==> config.mk <==
export PLATFORM = sky130hd
export DESIGN_NAME = mem_port_arbiter
export DESIGN_NICKNAME = d
export VERILOG_FILES = /design/src/rtl/mem_port_arbiter.sv
export SDC_FILE = /design/constraint.sdc
export NUM_CORES = 1
export LEC_CHECK = 0
export CORE_MARGIN = 2
export CORE_UTILIZATION = 33
export DETAILED_ROUTE_END_ITERATION = 7
export PLACE_DENSITY = 0.74
export SLEW_MARGIN = 20
export SYNTH_ARGS = -nofsm -noshare
export SYNTH_HDL_FRONTEND = slang
export SYNTH_SLANG_ARGS = --single-unit
==> constraint.sdc <==
create_clock -name clock -period 2.2 [get_ports clock]
set_clock_uncertainty 0.15 [all_clocks]
set_input_delay 0.55 -clock clock [delete_from_list [all_inputs] [get_ports clock]]
set_output_delay 0.55 -clock clock [all_outputs]
set_load 0.05 [all_outputs]
==> src/rtl/mem_port_arbiter.sv <==
// Round-robin arbiter sharing one single-port memory between the two lanes of the HLS master bus.
// Define MEM_ARB_STATS_EN to add saturating grant/stall counters (stat_grants0/1, stat_stall).
module mem_port_arbiter #(
    parameter int ADDR_W          = 7,
    parameter int DATA_W          = 8,
    parameter int SIZE_W          = 4,
    parameter int MEM_DELAY_READ  = 2,
    parameter int MEM_DELAY_WRITE = 1
) (
    input  logic                  clock,
    input  logic                  reset,
    input  logic [1:0]            Mout_oe_ram,
    input  logic [1:0]            Mout_we_ram,
    input  logic [2*ADDR_W-1:0]   Mout_addr_ram,
    input  logic [2*DATA_W-1:0]   Mout_Wdata_ram,
    input  logic [2*SIZE_W-1:0]   Mout_data_ram_size,
    output logic [2*DATA_W-1:0]   M_Rdata_ram,
    output logic [1:0]            M_DataRdy,
    output logic                  mem_en,
    output logic                  mem_we,
    output logic [ADDR_W-1:0]     mem_addr,
    output logic [DATA_W-1:0]     mem_wdata,
    output logic [DATA_W-1:0]     mem_wmask,
    input  logic [DATA_W-1:0]     mem_rdata,
    output logic                  proto_err
`ifdef MEM_ARB_STATS_EN
    ,
    output logic [31:0]           stat_grants0,
    output logic [31:0]           stat_grants1,
    output logic [31:0]           stat_stall
`endif
);

    localparam int CNT_MAX = (MEM_DELAY_READ > MEM_DELAY_WRITE) ? MEM_DELAY_READ : MEM_DELAY_WRITE;
    localparam int CNT_W   = $clog2(CNT_MAX + 1);

    typedef enum logic [1:0] {
        IDLE  = 2'd0,
        ISSUE = 2'd1,
        WAIT  = 2'd2,
        RESP  = 2'd3
    } state_t;

    // Bit i is set when i < size, so size 0 gives no bits and size >= DATA_W gives all bits.
    function automatic logic [DATA_W-1:0] size_mask(input logic [SIZE_W-1:0] size);
        logic [DATA_W-1:0] m;
        m = '0;
        for (int i = 0; i < DATA_W; i++) begin
            m[i] = (i < int'(size));
        end
        return m;
    endfunction

    state_t              state_q, state_d;
    logic [CNT_W-1:0]    cnt_q, cnt_d;
    logic                last_grant_q, last_grant_d;
    logic                lane_q, lane_d;
    logic                dir_q, dir_d;
    logic [ADDR_W-1:0]   addr_q, addr_d;
    logic [DATA_W-1:0]   wdata_q, wdata_d;
    logic [SIZE_W-1:0]   size_q, size_d;
    logic [DATA_W-1:0]   rdata_q, rdata_d;
    logic                proto_err_q, proto_err_d;

    logic [1:0]          pending;
    logic                grant_vld;
    logic                grant_lane;
    logic [1:0]          grant_mask;

    // A lane asserting oe and we together is malformed and never counts as pending.
    assign pending = Mout_oe_ram ^ Mout_we_ram;

    always_comb begin
        state_d      = state_q;
        cnt_d        = cnt_q;
        last_grant_d = last_grant_q;
        lane_d       = lane_q;
        dir_d        = dir_q;
        addr_d       = addr_q;
        wdata_d      = wdata_q;
        size_d       = size_q;
        rdata_d      = rdata_q;
        proto_err_d  = proto_err_q | (|(Mout_oe_ram & Mout_we_ram));
        grant_vld    = 1'b0;
        grant_lane   = 1'b0;

        case (state_q)
            IDLE: begin
                if (|pending) begin
                    grant_vld    = 1'b1;
                    grant_lane   = (pending == 2'b11) ? ~last_grant_q : pending[1];
                    last_grant_d = grant_lane;
                    lane_d       = grant_lane;
                    dir_d        = grant_lane ? Mout_we_ram[1] : Mout_we_ram[0];
                    addr_d       = grant_lane ? Mout_addr_ram[2*ADDR_W-1:ADDR_W]
                                              : Mout_addr_ram[ADDR_W-1:0];
                    wdata_d      = grant_lane ? Mout_Wdata_ram[2*DATA_W-1:DATA_W]
                                              : Mout_Wdata_ram[DATA_W-1:0];
                    size_d       = grant_lane ? Mout_data_ram_size[2*SIZE_W-1:SIZE_W]
                                              : Mout_data_ram_size[SIZE_W-1:0];
                    state_d      = ISSUE;
                end
            end
            ISSUE: begin
                if (dir_q) begin
                    if (MEM_DELAY_WRITE == 1) begin
                        state_d = RESP;
                    end else begin
                        cnt_d   = CNT_W'(MEM_DELAY_WRITE - 1);
                        state_d = WAIT;
                    end
                end else begin
                    cnt_d   = CNT_W'(MEM_DELAY_READ);
                    state_d = WAIT;
                end
            end
            WAIT: begin
                cnt_d = cnt_q - CNT_W'(1);
                // The last WAIT cycle of a read is exactly MEM_DELAY_READ cycles after ISSUE.
                if (cnt_q == CNT_W'(1)) begin
                    state_d = RESP;
                    if (!dir_q) begin
                        rdata_d = mem_rdata;
                    end
                end
            end
            RESP: begin
                state_d = IDLE;
            end
            default: begin
                state_d = IDLE;
            end
        endcase
    end

    always_ff @(posedge clock) begin
        if (reset) begin
            state_q      <= IDLE;
            cnt_q        <= '0;
            last_grant_q <= 1'b1;
            lane_q       <= 1'b0;
            dir_q        <= 1'b0;
            addr_q       <= '0;
            wdata_q      <= '0;
            size_q       <= '0;
            proto_err_q  <= 1'b0;
        end else begin
            state_q      <= state_d;
            cnt_q        <= cnt_d;
            last_grant_q <= last_grant_d;
            lane_q       <= lane_d;
            dir_q        <= dir_d;
            addr_q       <= addr_d;
            wdata_q      <= wdata_d;
            size_q       <= size_d;
            proto_err_q  <= proto_err_d;
        end
        rdata_q <= rdata_d;
    end

    // Memory-side buses hold their registered values; only mem_en/mem_we qualify them.
    always_comb begin
        mem_en      = (state_q == ISSUE);
        mem_we      = (state_q == ISSUE) && dir_q;
        mem_addr    = addr_q;
        mem_wdata   = wdata_q;
        mem_wmask   = size_mask(size_q);
        proto_err   = proto_err_q;
        M_DataRdy   = 2'b00;
        M_Rdata_ram = '0;
        if (state_q == RESP) begin
            M_DataRdy[lane_q] = 1'b1;
            if (!dir_q) begin
                if (lane_q) begin
                    M_Rdata_ram[2*DATA_W-1:DATA_W] = rdata_q & size_mask(size_q);
                end else begin
                    M_Rdata_ram[DATA_W-1:0] = rdata_q & size_mask(size_q);
                end
            end
        end
    end

    assign grant_mask = grant_vld ? (grant_lane ? 2'b10 : 2'b01) : 2'b00;

`ifdef MEM_ARB_STATS_EN
    function automatic logic [31:0] sat_inc(input logic [31:0] v);
        return (v == 32'hFFFF_FFFF) ? v : v + 32'd1;
    endfunction

    logic [31:0] stat_grants0_q, stat_grants0_d;
    logic [31:0] stat_grants1_q, stat_grants1_d;
    logic [31:0] stat_stall_q, stat_stall_d;

    always_comb begin
        stat_grants0_d = stat_grants0_q;
        stat_grants1_d = stat_grants1_q;
        stat_stall_d   = stat_stall_q;
        if (grant_mask[0]) begin
            stat_grants0_d = sat_inc(stat_grants0_q);
        end
        if (grant_mask[1]) begin
            stat_grants1_d = sat_inc(stat_grants1_q);
        end
        // One count per cycle in which some pending lane was left waiting.
        if (|(pending & ~grant_mask)) begin
            stat_stall_d = sat_inc(stat_stall_q);
        end
    end

    always_ff @(posedge clock) begin
        if (reset) begin
            stat_grants0_q <= '0;
            stat_grants1_q <= '0;
            stat_stall_q   <= '0;
        end else begin
            stat_grants0_q <= stat_grants0_d;
            stat_grants1_q <= stat_grants1_d;
            stat_stall_q   <= stat_stall_d;
        end
    end

    assign stat_grants0 = stat_grants0_q;
    assign stat_grants1 = stat_grants1_q;
    assign stat_stall   = stat_stall_q;
`endif

endmodule

==> results.cfg <==
[timing]
tightest_slew_ns = 0.5086
whs_ns = 0.3265
finalSetupViolCount = 2
rsz0062_at_grt = yes
layout_setup_ws_ns = -0.01201
drv_slew = 0
relSlewSlack_pct = 65.99
min_period_ns = 2.212
hold_viol = 0
min_period_over_period_pct = 100.5
fmax_mhz = 452.1

[synthesis]
async_flop_share_pct = 0
synth-seq-cells = 35
ys.flop_type = dfxtp_1
synth_area_leaders = dfxtp_1 (29%), edfxtp_1 (13%), a211oi_2 (13%), nor2_1 (8.2%), nand2_1 (5.6%)
yosys.area.top_type = dfxtp_1
yosys_warnings = 0
yosysMostFrequentCell = nor2_1
synthesis.area_mm2 = 0.001878
synthDominantCellAreaShare_pct = 28.78
syn_area_per_cell_um2 = 8.986
syn-instance-count = 209
synth-edff-count = 8
synth_cell_types = 39
synth_fp_nets = 269
synthTopCellsByCount = nor2_1 (41), nand2_1 (28), dfxtp_1 (27), a211oi_2 (19), a21oi_1 (13)
ys_seq_area_share_pct = 41.57

[placement]
place_area_mm2 = 0.003378
port_buffers = 95
pre_cts_slack_ns = -0.1614
gp_congestion = 0.7373
dp.cells = 377
dpl.hpwl_um = 4357

[pwr]
p_sw_mw = 2.119
clkPwrFrac_pct = 13.2
p_seq_share_pct = 22.3
vdd_drop_max_mv = 0.7866
p_leak_nw = 1.372
p_sw_share_pct = 46.39
p_int_mw = 2.449
combPwrFrac_pct = 64.5
power_density_mw_per_mm2 = 1269

[cells_and_area]
areaGrowthSynthToFinish_pct = 91.67
utilization_pct = 65.37
drive_above_1_share_pct = 38.99
final_cells = 390
nNetsFinal = 377
final_area_mm2 = 0.003600
num_antenna_cells = 0

[route]
viasPerCell = 4.800
postRouteAntennaNets = 0
first_pass_iters = 4
dr.first_iter.drc_count = 34
wire_per_inst_um = 14.45
remaining_drc_errors = 0
vias = 1872
routed_wl_um = 5634

[floorplanning]
fp.dieArea_mm2 = 0.006311
fp.coreArea_mm2 = 0.005507
fp-row-count = 27
start_util_pct = 34.11
pin_count = 96
dieWidth_um = 79.44
die_y_um = 79.44

[worst_hold_path]
hold_class = reg2reg

[global_routing]
grt_overflow = 0
grt_max_degree = 22
antenna_found_initial = 0
groute.usage.overall_pct = 18.74
grt_pass1_vias = 2045
grt_pass1_wl_um = 9328

[clock_network]
cts-root-buf = clkbuf_8
clock-sinks = 35
clk_pin_slew_worst_paths_ns = 0.07
cts_tree = done
cts_hold_buffers = 0
clockBufferDepth = 2
cts_buffers = 5
cts_max_level = 2
clock_latency_ns = 0.29

[status]
violations = setup timing
status = finished, violations left

[critical_path]
slowest_delay_ns = 0.56
path_max_fanout = 6
cp_cell_sequence = or4_4 -> nand2_4 -> nor2_4 -> buf_12
worst-setup-path-type = reg2out
worstSetupEndpointType = output pin
worstPathArrival_ns = 1.51
critPathLaunchType = flip-flop
slowest_stage = or4_4
required_ns = 1.50

[run]
maxCapViolations = 0
flip-flops by register name, summed over array words and instances (netlist names):
register      cells
size_q            4
last_grant_q      1
cnt_q             2
rdata_q           8
mem_addr          7
dir_q             1
proto_err         1
lane_q            1
state_q           2
mem_wdata         8
per-stage QoR:
step	TNS [ns]	total power, mW
floorplan	0	2.844
global placement	-1.622	3.822
detailed placement	-2.770	3.873
CTS	-0.03586	4.583
global route	-0.1068	4.832
finish	-0.01638	4.568
cell families (layout without fill, tap and decap cells):
family	after synthesis	count (layout)	synth area share, %
DFF	35	35	41.57
AOI/OAI and AO/OA	59	59	27.52
adders and majority gates	8	8	5.330
and+or+nand+nor	87	87	20.19
buffers and inverters	20	129	5.396
per-layer routing:
metal	up-vias	GRT usage (%)	wire [um]
met1	871	21.63	2300
met2	58	34.87	2990
met3	6	4.412	300
met4	0	3.966	42
met5	-	0	0
li1	937	-	-
cell usage in the layout, fill, tap and decap left out, types with 3 or more instances in the layout:
| cell type | count |
|---|---|
| a211oi_2 | 19 |
| a21oi_1 | 13 |
| a21oi_2 | 9 |
| buf_12 | 30 |
| buf_4 | 20 |
| clkbuf_8 | 6 |
| clkdlybuf4s50_1 | 65 |
| dfxtp_1 | 23 |
| dfxtp_4 | 3 |
| edfxtp_1 | 8 |
| ha_1 | 7 |
| inv_1 | 5 |
| nand2_1 | 25 |
| nor2_1 | 25 |
| nor2_4 | 16 |
| or2_2 | 3 |
area by class of cell:
| cell class | count | area [um2] |
|---|---|---|
| fill | 453 | 1907 |
| timing repair buffer | 116 | 1413 |
| multi-input combinational | 154 | 1167 |
| sequential | 35 | 793.3 |
| tap | 72 | 90.09 |
| clock buffer | 6 | 82.58 |
| clock inverter | 2 | 35.03 |
| inverter | 5 | 18.77 |
critical path: cells and delay by family (launching register included):
family	cells	cell delay, ns
simple gates	3	0.71
buf+inv	1	0.14
flops	1	0.37
worst paths after layout:
kind	start	endpoint	slack [ns]	cells past startpoint
setup / recovery	size_q[2]	M_Rdata_ram[8]	-0.01	4
hold / removal	proto_err	proto_err	0.33	2
setup reg to reg	state_q[0]	state_q[0]	0.38	7
hold reg to reg	proto_err	proto_err	0.33	2
power by group through the flow:
stage	Combinational (mW)	Clock (mW)	Sequential (mW)
2_1_floorplan	1.50	0	1.35
3_3_place_gp	2.81	0	1.01
3_5_place_dp	2.86	0	1.02
4_1_cts	2.95	0.617	1.01
5_1_grt	3.14	0.650	1.04
6_report	2.94	0.604	1.02
timing repair:
action	CTS	global route
pin swaps	4	0
resized for setup	15	6
buffers inserted	5	0
setup endpoints to repair	16	17
(Power assumes the default switching activity.)
